## config.mk

```make
export PLATFORM = sky130hd
export DESIGN_NAME = prog_loader
export DESIGN_NICKNAME = d
export VERILOG_FILES = /design/src/rtl/prog_loader.sv
export SDC_FILE = /design/constraint.sdc
export NUM_CORES = 1
export LEC_CHECK = 0
export BUFFER_PORTS_ARGS = -buffer_cell sky130_fd_sc_hd__buf_2
export CORE_UTILIZATION = 57
export CTS_CLUSTER_SIZE = 24
export DETAILED_ROUTE_END_ITERATION = 8
export HOLD_SLACK_MARGIN = 0.03
export PLACE_DENSITY = 0.82
export RECOVER_POWER = 50
export SLEW_MARGIN = 20
export SYNTH_ARGS = -nofsm -noshare
export SYNTH_HDL_FRONTEND = slang
export SYNTH_SLANG_ARGS = --single-unit
```

## constraint.sdc

```tcl
create_clock -name clk -period 2.4 [get_ports clk]
set_input_delay 0.48 -clock clk [delete_from_list [all_inputs] [get_ports clk]]
set_output_delay 0.48 -clock clk [all_outputs]
set_load 0.005 [all_outputs]
```

## src/rtl/prog_loader.sv

```systemverilog
`default_nettype none
// ============================================================================
// Module   : prog_loader
// Purpose  : Byte-serial program loader. Receives a framed byte stream
//            (2-byte word count, 3-byte little-endian 19-bit records and an
//            optional checksum byte), writes each word into instruction
//            memory, then pulses start to the controller. Framing errors are
//            reported through error/err_code, and start is withheld.
// Options  : LOADER_CHECKSUM_EN - adds the CHK state and the running XOR.
// Revision : 1.0 - initial release
// ============================================================================
module prog_loader #(
  parameter logic [11:0] BASE_ADDR = 12'h000,
  parameter int          MAX_WORDS = 4095
) (
  input  logic        clk,
  input  logic        rst,
  input  logic        load_req,
  input  logic [7:0]  byte_in,
  input  logic        byte_valid,
  output logic        byte_ready,
  output logic        imem_wr_en,
  output logic [11:0] imem_wr_addr,
  output logic [18:0] imem_wr_data,
  output logic        start,
  output logic        busy,
  output logic        done,
  output logic        error,
  output logic [1:0]  err_code
);

  localparam logic [12:0] c_MAX_WORDS = 13'(MAX_WORDS);

  typedef enum logic [3:0] {
    S_IDLE  = 4'd0,
    S_HDR0  = 4'd1,
    S_HDR1  = 4'd2,
    S_B0    = 4'd3,
    S_B1    = 4'd4,
    S_B2    = 4'd5,
    S_WRITE = 4'd6,
    S_START = 4'd7,
    S_DONE  = 4'd8,
    S_ERR   = 4'd9
`ifdef LOADER_CHECKSUM_EN
    , S_CHK = 4'd10
`endif
  } state_t;

  state_t      r_state;
  state_t      w_nextState;
  logic [7:0]  r_cntLo;
  logic [11:0] r_count;
  logic [11:0] r_wordIdx;
  logic [11:0] r_wrAddr;
  logic [18:0] r_word;
  logic [1:0]  r_errCode;
  logic [1:0]  w_errCode;
  logic        w_errSet;
  logic        w_xfer;
  logic        w_loadAccept;
  logic        w_lastWord;
  logic [11:0] w_count;
`ifdef LOADER_CHECKSUM_EN
  logic [7:0]  r_xor;
`endif

  assign w_xfer       = byte_valid && byte_ready;
  assign w_loadAccept = load_req &&
                        ((r_state == S_IDLE) || (r_state == S_DONE) || (r_state == S_ERR));
  assign w_count      = {byte_in[3:0], r_cntLo};
  assign w_lastWord   = ({1'b0, r_wordIdx} + 13'd1) >= {1'b0, r_count};

  // State register.
  always_ff @(posedge clk) begin
    if (rst) r_state <= S_IDLE;
    else     r_state <= w_nextState;
  end

  // Next-state logic and error classification.
  always_comb begin
    w_nextState = r_state;
    w_errSet    = 1'b0;
    w_errCode   = 2'b00;
    case (r_state)
      S_IDLE, S_DONE, S_ERR: if (w_loadAccept) w_nextState = S_HDR0;
      S_HDR0: if (w_xfer) w_nextState = S_HDR1;
      S_HDR1: begin
        if (w_xfer) begin
          if ((byte_in[7:4] != 4'd0) || (w_count == 12'd0) ||
              ({1'b0, w_count} > c_MAX_WORDS)) begin
            w_nextState = S_ERR;
            w_errSet    = 1'b1;
            w_errCode   = 2'b01;
          end else begin
            w_nextState = S_B0;
          end
        end
      end
      S_B0: if (w_xfer) w_nextState = S_B1;
      S_B1: if (w_xfer) w_nextState = S_B2;
      S_B2: begin
        if (w_xfer) begin
          if (byte_in[7:3] != 5'd0) begin
            w_nextState = S_ERR;
            w_errSet    = 1'b1;
            w_errCode   = 2'b10;
          end else begin
            w_nextState = S_WRITE;
          end
        end
      end
      S_WRITE: begin
        if (!w_lastWord)     w_nextState = S_B0;
`ifdef LOADER_CHECKSUM_EN
        else                 w_nextState = S_CHK;
`else
        else                 w_nextState = S_START;
`endif
      end
`ifdef LOADER_CHECKSUM_EN
      S_CHK: begin
        if (w_xfer) begin
          if (byte_in == r_xor) begin
            w_nextState = S_START;
          end else begin
            w_nextState = S_ERR;
            w_errSet    = 1'b1;
            w_errCode   = 2'b11;
          end
        end
      end
`endif
      S_START: w_nextState = S_DONE;
      default: w_nextState = S_IDLE;
    endcase
  end

  // Datapath: header latch, word assembly, index/address and error code.
  always_ff @(posedge clk) begin
    if (rst) begin
      r_cntLo   <= 8'd0;
      r_count   <= 12'd0;
      r_wordIdx <= 12'd0;
      r_wrAddr  <= 12'd0;
      r_word    <= 19'd0;
      r_errCode <= 2'b00;
    end else begin
      if (w_loadAccept) begin
        r_wordIdx <= 12'd0;
        r_wrAddr  <= BASE_ADDR;
        r_errCode <= 2'b00;
      end
      if (w_errSet) r_errCode <= w_errCode;
      if (w_xfer) begin
        case (r_state)
          S_HDR0:  r_cntLo         <= byte_in;
          S_HDR1:  r_count         <= w_count;
          S_B0:    r_word[7:0]     <= byte_in;
          S_B1:    r_word[15:8]    <= byte_in;
          S_B2:    r_word[18:16]   <= byte_in[2:0];
          default: ;
        endcase
      end
      if (r_state == S_WRITE) begin
        r_wordIdx <= r_wordIdx + 12'd1;
        r_wrAddr  <= r_wrAddr + 12'd1;
      end
    end
  end

`ifdef LOADER_CHECKSUM_EN
  // Running XOR over all accepted header and payload bytes.
  always_ff @(posedge clk) begin
    if (rst)                              r_xor <= 8'd0;
    else if (w_loadAccept)                r_xor <= 8'd0;
    else if (w_xfer && r_state != S_CHK)  r_xor <= r_xor ^ byte_in;
  end
`endif

  // Output decode straight from the state register.
  always_comb begin
    byte_ready = (r_state == S_HDR0) || (r_state == S_HDR1) || (r_state == S_B0) ||
                 (r_state == S_B1)   || (r_state == S_B2);
`ifdef LOADER_CHECKSUM_EN
    byte_ready = byte_ready || (r_state == S_CHK);
`endif
    imem_wr_en = (r_state == S_WRITE);
    start      = (r_state == S_START);
    done       = (r_state == S_DONE);
    error      = (r_state == S_ERR);
    busy       = !((r_state == S_IDLE) || (r_state == S_DONE) || (r_state == S_ERR));
  end

  assign imem_wr_addr = r_wrAddr;
  assign imem_wr_data = r_word;
  assign err_code     = r_errCode;

endmodule
`default_nettype wire
```

==> Yosys cells after proc, flatten, opt, wreduce, memory -nomap -nowiden <==
Index checks and enable logic that the tools add are counted.
Widths: inputs -> output; s select.
{ "word_totals": {"ff_bits": 69, "input_bits": 12, "elab_cells": 76} }
{ "op_classes": {"add_sub_neg": 3, "n_lt_le_gt_ge": 1, "n_eq_ne": 15, "muxes": 25, "reduce_logical": 23} }
{ "op_table": {"columns": ["op", "count"], "rows": [
  ["$mux 12", 3],
  ["$mux 4", 8],
  ["$pmux 4 s8", 1],
  ["$add 12x1->12 const B", 2],
  ["$eq 4x3->1 const B", 4],
  ["$add 12x1->13 const B", 1],
  ["$ge 13x12->1", 1],
  ["$logic_not 12->1", 1],
  ["$ne 2x2->1 const B", 6],
  ["$reduce_and 2->1", 5],
  ["$eq 4x2->1 const B", 2],
  ["$eq 4x4->1 const B", 2],
  ["$mux 2", 4],
  ["$logic_or 1x1->1", 7],
  ["$mux 1", 6],
  ["$reduce_and 6->1", 1],
  ["$reduce_bool 5->1", 1],
  ["$eq 4x1->1 const B", 1],
  ["$logic_not 4->1", 1],
  ["$pmux 2 s2", 1],
  ["$reduce_bool 2->1", 2],
  ["$reduce_bool 4->1", 1],
  ["$mux 3", 1],
  ["$reduce_or 3->1", 1],
  ["3 further kinds", 4]
]} }

==> Depth between registers and ports, before layout <==
Gate-level depths: netlist of the first run.
{ "depth": {"ltp_word": 9, "mapped_depth": 10, "depth_no_buf": 9} }

==> Least setup slack after synthesis of the first run <==
OpenSTA, ideal clock, no wires.
{ "synth_path": {"path_kind": "reg-to-reg", "start": "register r_wordIdx[2]", "end": "register r_state[2]", "arrival_ns": 2.039, "setup_slack_ns": 0.232, "path_stages_with_launch": 10, "path_buffers": 1, "period_less_slack_ns": 2.168, "cell_sequence": "dfxtp_1 and3_1 and3_1 buf_2 nand3_1 xnor2_1 ha_1 a21o_1 a2111oi_1 a21oi_1"} }
{ "synth_via": {"elab_chain_cells": 4} }
{ "synth_rtl": {"columns": ["item", "line", "source"], "rows": [
  ["start: declaration", "54", "logic [11:0] r_wordIdx;"],
  ["start signal: assignment", "166", "r_wordIdx <= r_wordIdx + 12'd1;"],
  ["$add 12x1->13", "72", "assign w_lastWord = ({1'b0, r_wordIdx} + 13'd1) >= {1'b0, r_count};"],
  ["$ge 13x12->1", "72", null],
  ["$mux 3", "114", "if (!w_lastWord) w_nextState = S_B0;"],
  ["$pmux 4 s8", "85", "case (r_state)"],
  ["end signal: assignment", "77", "else r_state <= w_nextState;"],
  ["end: declaration", "50", "state_t r_state;"]
]} }
Every way passes these cells.
A chain may end at the register's enable or synchronous reset.

==> Worst setup path in the final report of the first run <==
{ "layout_path": {"start": "register r_wordIdx[0]", "end": "register r_state[2]"} }
The elaborated chain is that of the path after synthesis.

==> summary.md, run 1 <==
| Metric | Value |
|---|---|
| Critical R2R Capture | `r_state[2]` |
| Actual slew at the worst max-slew pin | `approximately 0.6 ns` |
| Most used DFF post-synth | `dfxtp_1` |
| CTS clock-pin slew for the worst setup and hold paths | `roughly 0.070 ns` |
| Number of antenna diodes | `0` |
| TritonCTS clock tree | `built` |
| Worst Path Buf+Inv | `1` |
| Delay-heaviest family, CP | `adder cells` |
| Share of flip-flops with an asynchronous set or reset after synthesis | `0%` |
| Per-cell routed wire length | `between 10 and 15 um` |
| Library cell contributing the largest single delay on the critical path | `dfxtp_1` |
| Number of nets in the synthesized netlist | `445` |
| Unrepaired setup endpoints after global routing | `false` |
| Net total in the final layout | `~490` |
| Share of Yosys cell area claimed by the top area cell type | `39.58%` |
| Number of vias after detailed routing | `3082` |
| Internal reg-to-reg setup slack | `around 0.17 ns` |
| Post-synthesis sequential area ratio | `between 30% and 40%` |
| CP most frequent cell | `a21oi_1` |
| Maximum level of the CTS H-tree | `3` |
| Count of endpoints failing hold in the final timing report | `0` |
| Std cell rows | `28` |
| Port Buffers | `50` |
| Top cell type by total area after synthesis | `dfxtp_1` |
| Result of the run | `complete, no violations` |
| Vias in the first global route | `2723` |
| Cell depth of the worst setup path | `10` |
| Number of max-capacitance violations reported | `0` |
| Worst endpoint data arrival time | `~2.5 ns` |
| Io pins | `51` |
| Count of distinct cell types in the synthesized netlist | `54` |
| Clock period minus final worst setup slack | `about 2.2 ns` |
| Via density | `roughly 5.6` |
| Maximum number of buffers from clock root to sink | `2` |
| Area grow syn2layout | `13.23%` |
| Peak per-stage delay on the critical path | `approximately 0.4 ns` |
| Clk root buf | `clkbuf_8` |
| Count of synthesis-stage warnings from yosys | `0` |
| Count of routing violations after the opening detailed-route iteration | `around 130` |
| Maximum resistive drop on vdd | `approximately 0.47 mV` |
| Initial antenna violation count | `0` |
| Final setup viols | `0` |
| Share of post-route cells with drive strength above 1 | `between 15 and 20%` |
| Count of TritonRoute iterations in the first routing pass | `4` |
| R2R cell count | `10` |
| Die outline height | `80.25 um` |
| Cell area power density | `approximately 600 nW/um2` |
| Standard cell core area | `approximately 5900 um2` |
| Final setup TNS | `0 ns` |
| Startpoint of the worst register-to-register path | `r_wordIdx[0]` |
| Critical Path Source Type | `flop` |
| HPWL after DPL | `between 5000 and 6000 um` |
| Post-Synthesis Mean Instance Area | `about 8.3 um2` |
| Total Routed Length | `~7500 um` |
| Static leakage | `1.670 nW` |
| Max-slew violation total from the final report | `0` |
| Clock skew after layout | `around 0.0084 ns` |
| Worst Setup Path Type | `reg2reg` |
| Insertion delay to the later sink of the worst-skew pair | `roughly 0.34 ns` |
| CTS sink count | `between 60 and 70` |
| Final hold slack | `~0.42 ns` |
| Maximum number of pins on one net before global-route repair | `31` |
| Type of the tightest min-delay check | `in2reg` |
| Category of the worst setup path capture point | `flop` |
| Effective utilization at floorplan | `between 50% and 60%` |
| Total die area | `6439 um2` |
| CP endpoint | `r_state[2]` |
| Clock buffer count from CTS | `9` |
| Routed Antenna Nets | `0` |
| Routability cong. | `0.8992` |
| Crit share post-route | `between 90% and 100%` |
| Cells taking the most area after synthesis | `dfxtp_1 40%, nor2_1 7.4%, mux2i_1 6.0%` |
| Required @ worst endpoint | `between 2 and 3 ns` |
| Critical path launch point | `r_wordIdx[0]` |
| Max Fanout on Critical Path | `6` |
| Overflow left after global routing | `0` |
| Detailed-route DRC error count | `0` |
| Mapped cell area | `between 3000 and 4000 um2` |
| Chip width | `~80 um` |
| Post-Syn Instances | `roughly 420` |
| Flip-flop and latch count after synthesis | `69` |
| Global-route wire length before repair | `between 10000 and 15000 um` |
| Overall Global Routing Usage | `roughly a quarter` |
| Cell breakdown of the critical path | `ha_2 > and3_1 > buf_4 > nand3_1 > xnor2_1 > ha_1 > a21oi_1 > nand2_1 > o21ai_0 > a21oi_1` |
| Post-synth EDFFs | `0` |
| Achievable frequency | `0.4486 GHz` |
| Max-slew headroom at the worst pin | `roughly three fifths` |
-- registers in the layout (all words and copies together), names as in the netlist --
name / cells
err_code: 2
imem_wr_addr: 12
imem_wr_data: 19
r_cntLo: 8
r_count: 12
r_state: 4
r_wordIdx: 12
-- how the worst min path moves through the flow --
stage | from | to | cells past startpoint
final | rst | r_wordIdx[11] | 2
after global routing | byte_in[7] | imem_wr_data[15] | 3
after CTS | rst | r_wordIdx[11] | 2
after detailed placement | err_code[0] | err_code[0] | 2
after global placement | imem_wr_addr[11] | imem_wr_addr[11] | 1
after floorplan | r_cntLo[0] | r_cntLo[0] | 2
-- routing by layer --
metal / vias up / share of wire, % / GRT usage (%)
li1: 1568 / - / -
met1: 1403 / 46 / 31.32
met2: 107 / 48 / 42.48
met3: 4 / 5.5 / 8.182
met4: 0 / 0.56 / 6.071
met5: - / 0 / 0
-- Yosys cell counts (5+ instances only) --
| cell | number |
|---|---|
| nand2_1 | 27 |
| nand3b_1 | 5 |
| xor2_1 | 5 |
| a21oi_1 | 41 |
| inv_1 | 16 |
| nand3_1 | 18 |
| and3_1 | 11 |
| clkbuf_1 | 19 |
| a311oi_1 | 5 |
| xnor2_1 | 10 |
| ha_1 | 14 |
| dfxtp_1 | 69 |
| nor2_1 | 69 |
| o21ai_0 | 16 |
| mux2i_1 | 21 |
-- kinds of logic (layout without fill, tap and decap cells) --
kind of cell	after synthesis	count (layout)	synth area share, %
AOI/OAI and AO/OA	89	89	15.67
xor gates and xnor gates	15	15	3.765
adders and majority gates	14	14	5.020
buffers and inverters	43	95	6.059
DFF	69	69	39.58
muxes	22	22	6.346
and+or+nand+nor	167	167	23.56
-- power by group --
| group | switching (W) | internal (W) | leakage (nW) |
|---|---|---|---|
| Combinational | 0.000136 | 0.0000809 | 1.01 |
| Clock | 0.000460 | 0.000489 | 0.101 |
| Sequential | 0.0000285 | 0.00116 | 0.557 |
| Total | 0.000624 | 0.00173 | 1.67 |
-- per-stage QoR --
stage                     instances  power, W  cell area [um2]  setup WS [ns]  util [%]
final                           546  0.002357             3951         0.1710     66.74
after global placement          528  0.001434             3765         0.2074     63.59
after CTS                       544  0.002382             3963        0.09001     66.93
after floorplan                 419  0.001361             3490         0.2322         -
after detailed placement        528  0.001437             3765         0.1296     63.59
after global routing            546  0.002460             3951       0.004677     66.74
-- cells in the final DEF, fill, tap and decap left out, types with 4 or more instances in the layout --
cell / instances
nor2_1: 69
mux2i_1: 21
xor2_1: 5
a21oi_1: 41
clkbuf_1: 15
buf_4: 11
nor4_1: 4
inv_1: 16
and3_1: 11
nor2b_1: 4
a311oi_1: 5
o21ai_0: 16
nand3_1: 19
nand3b_1: 5
a31oi_1: 4
buf_2: 36
ha_1: 13
clkbuf_8: 9
dfxtp_1: 69
xnor2_1: 10
nand2_1: 27
nand4_1: 4
-- repair_timing --
item,4_1_cts,5_1_grt
hold buffers,0,0
setup endpoints to repair,0,1
gates resized for setup,0,1
endpoints found under the hold margin,0,0
buffers inserted,0,2
-- cell type report --
cell class / count / area [um2]
Clock buffer: 10 / 127.6
Timing Repair Buffer: 63 / 324.1
Sequential cell: 69 / 1381
Fill cell: 517 / 1969
Clock inverter: 6 / 70.07
Multi-Input combinational cell: 307 / 1894
Tap cell: 75 / 93.84
Inverter: 16 / 60.06
Power figures use the tool's default switching activity.
==> run 2, diff against run 1 <==
--- a/config.mk
+++ b/config.mk
@@ -5,6 +5,7 @@
 export SDC_FILE = /design/constraint.sdc
 export NUM_CORES = 1
 export LEC_CHECK = 0
+export ABC_AREA = 1
 export BUFFER_PORTS_ARGS = -buffer_cell sky130_fd_sc_hd__buf_2
 export CORE_UTILIZATION = 57
 export CTS_CLUSTER_SIZE = 24
==> constraint.sdc (replaced) <==
create_clock -name clk -period 2.4 [get_ports clk]
set_input_delay 0.48 -clock clk [delete_from_list [all_inputs] [get_ports clk]]
set_output_delay 0.48 -clock clk [all_outputs]
set_load 0.02 [all_outputs]
==> summary.md, run 2 <==
| Metric | Value |
|---|---|
| Result of the run | `complete, no violations` |
| Total Routed Length | `~8000 um` |
| Net total in the final layout | `roughly 550` |
| Number of max-capacitance violations reported | `0` |
| Internal power summed over all cells | `roughly 0.0019 W` |
| Crit share post-route | `just under 100%` |
| Routed Antenna Nets | `0` |
| Most used DFF post-synth | `dfxtp_1` |
| Routability cong. | `approximately 0.95` |
| Maximum number of pins on one net before global-route repair | `36` |
| Overflow left after global routing | `0` |
| Global-route wire length before repair | `approximately 13000 um` |
| Clock buffer count from CTS | `9` |
| Maximum resistive drop on vdd | `approximately 0.65 mV` |
| Count of routing violations after the opening detailed-route iteration | `about 270` |
| Critical Path Source Type | `flop` |
| Most frequent cells after synthesis | `101 x nand2_1, 72 x a21oi_1, 69 x dfxtp_1, 55 x inv_1, 30 x nand3_1` |
| Cell area power density | `roughly 730 nW/um2` |
| Achievable frequency | `between 0.4 and 0.5 GHz` |
| Total die area | `6252 um2` |
| Type of the tightest min-delay check | `in2reg` |
| Post-Syn Instances | `476` |
| Max Fanout on Critical Path | `25` |
| Initial antenna violation count | `0` |
| Post-Synthesis Mean Instance Area | `a little over 7 um2` |
| Std cell rows | `27` |
| Startpoint of the most critical hold path | `byte_in[4]` |
| Post-synth EDFFs | `0` |
| Total placed cells including tap cells | `between 500 and 600` |
| Count of synthesis-stage warnings from yosys | `0` |
| Flip-flop and latch count after synthesis | `approximately 70` |
| Number of flip-flops in the largest register | `19` |
| Fill count | `484` |
| Post-synthesis sequential area ratio | `between 40% and 50%` |
| Io pins | `between 50 and 60` |
| Actual slew at the worst max-slew pin | `0.5152 ns` |
| HPWL after DPL | `about 5500 um` |
| Chip width | `between 70 and 80 um` |
| Share of Yosys cell area claimed by the top area cell type | `40.80%` |
| Maximum number of buffers from clock root to sink | `2` |
| Non-filler cells in the finished layout | `between 600 and 700` |
| Power share of the sequential group | `43.3%` |
| Die outline height | `79.07 um` |
| Most frequent cells in the layout | `100 x nand2_1, 72 x a21oi_1, 67 x dfxtp_1, 54 x inv_1, 50 x buf_2` |
| Port Buffers | `50` |
| Cells taking the most area after synthesis | `dfxtp_1 41%, nand2_1 11%, a21oi_1 11%` |
| Clock network fraction of total power | `33.8%` |
| Static leakage | `1.635 nW` |
| Clk root buf | `clkbuf_8` |
| Worst endpoint data arrival time | `approximately 1.8 ns` |
| Clock period minus final worst setup slack | `2.321 ns` |
| Area grow syn2layout | `16.44%` |
| Overall Global Routing Usage | `~27%` |
| Insertion delay to the later sink of the worst-skew pair | `between 0.3 and 0.4 ns` |
| Vias in the first global route | `~2900` |
| Max-slew violation total from the final report | `0` |
| Required @ worst endpoint | `1.92 ns` |
| Startpoint of the worst register-to-register path | `r_wordIdx[0]` |
| Share of flip-flops with an asynchronous set or reset after synthesis | `0%` |
| Count of TritonRoute iterations in the first routing pass | `5` |
| Max-slew headroom at the worst pin | `~66%` |
| Per-cell routed wire length | `about 13 um` |
| Number of nets in the synthesized netlist | `roughly 500` |
| TritonCTS clock tree | `built` |
| Number of vias after detailed routing | `approximately 3200` |
| Utilization of the core after routing | `~70%` |
| Cell with the most instances after synthesis | `nand2_1` |
| Net switching fraction of the power | `between 30% and 40%` |
| Critical path launch point | `r_state[2]` |
| Top cell type by total area after synthesis | `dfxtp_1` |
| Count of endpoints failing hold in the final timing report | `0` |
| CTS clock-pin slew for the worst setup and hold paths | `0.07 ns` |
| Number of antenna diodes | `0` |
| Worst Setup Path Type | `reg2out` |
| Count of distinct cell types in the synthesized netlist | `33` |
| Unrepaired setup endpoints after global routing | `true` |
| Fraction of power consumed by combinational cells | `22.8%` |
| Detailed-route DRC error count | `0` |
| Effective utilization at floorplan | `approximately three fifths` |
| Maximum level of the CTS H-tree | `3` |
| Share of post-route cells with drive strength above 1 | `between 10% and 20%` |
| Final hold slack | `0.4406 ns` |
| Standard cell core area | `~5600 um2` |
| Total net switching power | `between 0.0009 and 0.001 W` |
| Category of the worst setup path capture point | `output port` |
| Via density | `5.375` |
| CTS sink count | `69` |
| Mapped cell area | `roughly 3400 um2` |
| Clock skew after layout | `0.01079 ns` |
| Most common cell after layout, fill and taps aside | `nand2_1` |
| Final setup viols | `0` |
-- run 2: changes by cell type after synthesis, moves of 10 or more --
cell / before / now
clkbuf_1: 19 / 9
mux2i_1: 21 / 0
nand3_1: 18 / 30
inv_1: 16 / 55
inv_2: 0 / 10
a21oi_1: 41 / 72
o21ai_1: 0 / 10
nand2_1: 27 / 101
and3_1: 11 / 0
nor2_1: 69 / 29
-- run 2: worst paths after layout --
kind                      to  slack (ns)  depth (start not counted)
max               imem_wr_en        0.08                          5
min          imem_wr_data[4]        0.44                          3
max reg2reg       r_state[2]        0.10                         18
min reg2reg  imem_wr_data[9]        0.44                          2
-- run 2: cell type report --
type                            instances  area (um2)  area share, %
Timing Repair Buffer                   56       295.3          7.490
Sequential cell                        69        1386          35.16
Inverter                               65       244.0          6.189
Clock buffer                           12       155.1          3.935
Clock inverter                          3       45.04          1.142
Multi-Input combinational cell        326        1727          43.80
Tap cell                               72       90.09          2.285
-- run 2: power by group through the flow --
stage	registers, W	logic [W]	clock network (W)
after floorplan	0.00126	0.000501	0
after global placement	0.00127	0.000635	0
after detailed placement	0.00127	0.000647	0
after CTS	0.00124	0.000652	0.000979
after global routing	0.00125	0.000729	0.00103
final	0.00124	0.000653	0.000969
-- run 2: logic make-up (layout without fill, tap and decap cells) --
logic type / Yosys count / in the layout / synth area share [%]
simple gates: 190 / 190 / 25.06
compound gates: 114 / 114 / 17.44
buf+inv: 81 / 136 / 9.461
flops: 69 / 69 / 40.80
fa+ha+maj: 14 / 14 / 5.174
xor+xnor: 8 / 8 / 2.069
-- run 2: critical path: stages, from the launching register on --
cell and delay [ns]:
dfxtp_1 0.42, inv_2 0.08, nor2_4 0.13, nand3_1 0.22
inv_2 0.40, buf_2 0.24
-- run 2: layer usage --
metal	global-route usage (%)	vias up	wire (um)
li1	-	1666	-
met1	35.28	1480	3672
met2	42.76	81	3796
met3	6.322	14	367
met4	10.00	0	116
met5	0	-	0
-- run 2: stage by stage --
stage | power (W) | setup WS, ns | cell area (um2) | setup TNS, ns
6_report | 0.002863 | 0.07868 | 3943 | 0
5_1_grt | 0.003004 | -0.09724 | 3943 | -0.1680
4_1_cts | 0.002872 | 0.02516 | 3872 | 0
3_5_place_dp | 0.001913 | 0.02010 | 3665 | 0
3_3_place_gp | 0.001900 | 0.1729 | 3665 | 0
2_1_floorplan | 0.001766 | 0.2990 | 3386 | 0
-- run 2: timing repair --
item                                    CTS  global route
buffers inserted                          0             4
hold buffers                              0             0
endpoints found under the setup margin    1             2
gates resized for setup                   1            12
pin swaps                                 0             8
==> run 3, diff against run 2 <==
--- a/config.mk
+++ b/config.mk
@@ -5,14 +5,17 @@
 export SDC_FILE = /design/constraint.sdc
 export NUM_CORES = 1
 export LEC_CHECK = 0
-export ABC_AREA = 1
+export ABC_AREA = 0
 export BUFFER_PORTS_ARGS = -buffer_cell sky130_fd_sc_hd__buf_2
-export CORE_UTILIZATION = 57
+export CELL_PAD_IN_SITES_DETAIL_PLACEMENT = 1
+export CELL_PAD_IN_SITES_GLOBAL_PLACEMENT = 1
+export CORE_UTILIZATION = 42
 export CTS_CLUSTER_SIZE = 24
 export DETAILED_ROUTE_END_ITERATION = 8
 export HOLD_SLACK_MARGIN = 0.03
-export PLACE_DENSITY = 0.82
+export PLACE_DENSITY = 0.81
 export RECOVER_POWER = 50
+export SETUP_SLACK_MARGIN = 0.4
 export SLEW_MARGIN = 20
 export SYNTH_ARGS = -nofsm -noshare
 export SYNTH_HDL_FRONTEND = slang
==> summary.md, run 3 (synthesis results as in run 1) <==
| Metric | Value |
|---|---|
| Count of TritonRoute iterations in the first routing pass | `4` |
| Maximum number of pins on one net before global-route repair | `29` |
| Unrepaired setup endpoints after global routing | `true` |
| Crit share post-route | `a little over four fifths` |
| Count of endpoints failing hold in the final timing report | `0` |
| Worst endpoint data arrival time | `approximately 2.3 ns` |
| Internal power summed over all cells | `0.001665 W` |
| Initial antenna violation count | `0` |
| Number of max-capacitance violations reported | `0` |
| Routed Antenna Nets | `0` |
| Final setup viols | `0` |
| Achievable frequency | `about 0.5 GHz` |
| Final setup TNS | `0 ns` |
| Number of antenna diodes | `0` |
| CTS clock-pin slew for the worst setup and hold paths | `about 0.1 ns` |
| Max-slew violation total from the final report | `0` |
| Category of the worst setup path capture point | `flop` |
| Insertion delay to the later sink of the worst-skew pair | `approximately 0.36 ns` |
| Critical Path Source Type | `flop` |
| Vias in the first global route | `3487` |
| Most common cell after layout, fill and taps aside | `nor2_1` |
| Number of vias after detailed routing | `roughly 3400` |
| Cell area power density | `581.7 nW/um2` |
| Share of post-route cells with drive strength above 1 | `between 10% and 20%` |
| CTS sink count | `69` |
| Count of routing violations after the opening detailed-route iteration | `roughly 100` |
| Clock skew after layout | `between 0.01 and 0.015 ns` |
| Clock network fraction of total power | `between 30% and 40%` |
| Power share of the sequential group | `slightly below 50%` |
| Total net switching power | `0.0007570 W` |
| Detailed-route DRC error count | `0` |
| Per-cell routed wire length | `approximately 18 um` |
| Actual slew at the worst max-slew pin | `around 0.63 ns` |
| Std cell rows | `32` |
| Startpoint of the worst register-to-register path | `r_wordIdx[4]` |
| Area of all sequential standard cells | `between 1000 and 1500 um2` |
| Startpoint of the most critical hold path | `byte_in[4]` |
| Internal reg-to-reg setup slack | `about 0.37 ns` |
| Routability cong. | `0.7842` |
| Fraction of power consumed by combinational cells | `~11%` |
| R2R cell count | `9` |
| Net switching fraction of the power | `~31%` |
| Standard cell core area | `about 7900 um2` |
| Fill count | `969` |
| Hold Crit Endpoint | `r_cntLo[4]` |
| Total Routed Length | `~10000 um` |
| Overall Global Routing Usage | `between 20% and 30%` |
| HPWL after DPL | `about 6700 um` |
| Max Fanout on Critical Path | `4` |
| Type of the tightest min-delay check | `in2reg` |
| Area grow syn2layout | `19.33%` |
| Global-route wire length before repair | `roughly 18000 um` |
| TritonCTS clock tree | `built` |
| Hold-fix buffers at CTS | `0` |
| Maximum level of the CTS H-tree | `3` |
| Required @ worst endpoint | `around 2.6 ns` |
| Most frequent cells in the layout | `68 x nor2_1, 60 x dfxtp_1, 40 x a21oi_1, 35 x clkbuf_1, 27 x nand2_1` |
| Overflow left after global routing | `0` |
| Effective utilization at floorplan | `roughly 44%` |
| Chip width | `between 90 and 100 um` |
| Die outline height | `roughly 93 um` |
| Number of flip-flops in the largest register | `19` |
| Net total in the final layout | `504` |
| Critical R2R Capture | `r_state[2]` |
| Io pins | `around 50` |
| Total die area | `between 8000 and 9000 um2` |
| Area used by multi-input combinational logic | `~2000 um2` |
| Port Buffers | `50` |
| Clock buffer count from CTS | `9` |
| Final hold slack | `between 0.4 and 0.5 ns` |
| Via density | `between 5 and 6` |
| Static leakage | `1.664 nW` |
| Max-slew headroom at the worst pin | `between 50% and 60%` |
| Clk root buf | `clkbuf_8` |
| Maximum resistive drop on vdd | `0.4395 mV` |
| Clock period minus final worst setup slack | `around 2 ns` |
| Critical path launch point | `r_wordIdx[4]` |
| Maximum number of buffers from clock root to sink | `2` |
| Worst Setup Path Type | `reg2reg` |
| Result of the run | `complete, no violations` |
| Cell depth of the worst min-delay path | `3` |
[run 3: changes by cell type in the layout (fill, tap and decap cells not counted), moves of 15 or more]
cell      delta
buf_4       +15
inv_1       -39
mux2i_1     +21
buf_2       -33
a21oi_1     -32
clkbuf_1    +34
nor2_1      +40
nand2_1     -73
[run 3: metrics by stage]
stage	instance area, um2	setup WS (ns)	cells	total power, W	util (%)
final	4164	0.3685	585	0.002422	52.79
after global routing	4164	0.2816	585	0.002503	52.79
after CTS	4178	0.3829	583	0.002429	52.97
after detailed placement	3871	0.2533	557	0.001475	49.08
after global placement	3871	0.2622	557	0.001466	49.08
after floorplan	3556	0.3761	419	0.001374	-
[run 3: metal layers]
layer	vias to the layer above	track usage, %	share of wire [%]
li1	1591	-	-
met1	1666	32.03	43
met2	88	43.75	51
met3	29	3.984	3.6
met4	0	12.69	2.5
met5	-	0	0
[run 3: worst max-delay path by stage]
stage,cells past startpoint,to,slack [ns]
floorplan,9,r_state[2],0.38
global placement,6,r_state[2],0.26
detailed placement,6,r_state[2],0.25
CTS,8,r_state[2],0.38
global route,7,r_state[2],0.28
finish,9,r_state[2],0.37
[run 3: repair_timing]
item,CTS,global route
pin swaps,13,7
resized for setup,14,6
endpoints found under the setup margin,5,6
setup buffers,10,2
[run 3: power by group through the flow]
stage | registers, W | logic [W] | clock network [W]
after floorplan | 0.00120 | 0.000170 | 0
after global placement | 0.00121 | 0.000253 | 0
after detailed placement | 0.00121 | 0.000261 | 0
after CTS | 0.00119 | 0.000267 | 0.000977
after global routing | 0.00119 | 0.000295 | 0.00101
final | 0.00119 | 0.000269 | 0.000963
[run 3: final cells by class]
class / count / area share [%]
clock buffers: 9 / 2.975
clock inverters: 7 / 1.773
inverters: 16 / 1.442
multi-input cells: 307 / 47.54
flip-flops and latches: 69 / 33.74
well taps: 102 / 3.065
repair buffers: 75 / 9.465
[run 3: critical path: stages, from the launching register on]
cell,delay [ns]
dfxtp_2,0.34
and3_4,0.19
and3_4,0.22
nand3_1,0.12
xnor2_1,0.16
ha_1,0.33
a41oi_1,0.24
nand2_1,0.09
o21ai_1,0.14
a21oi_1,0.08
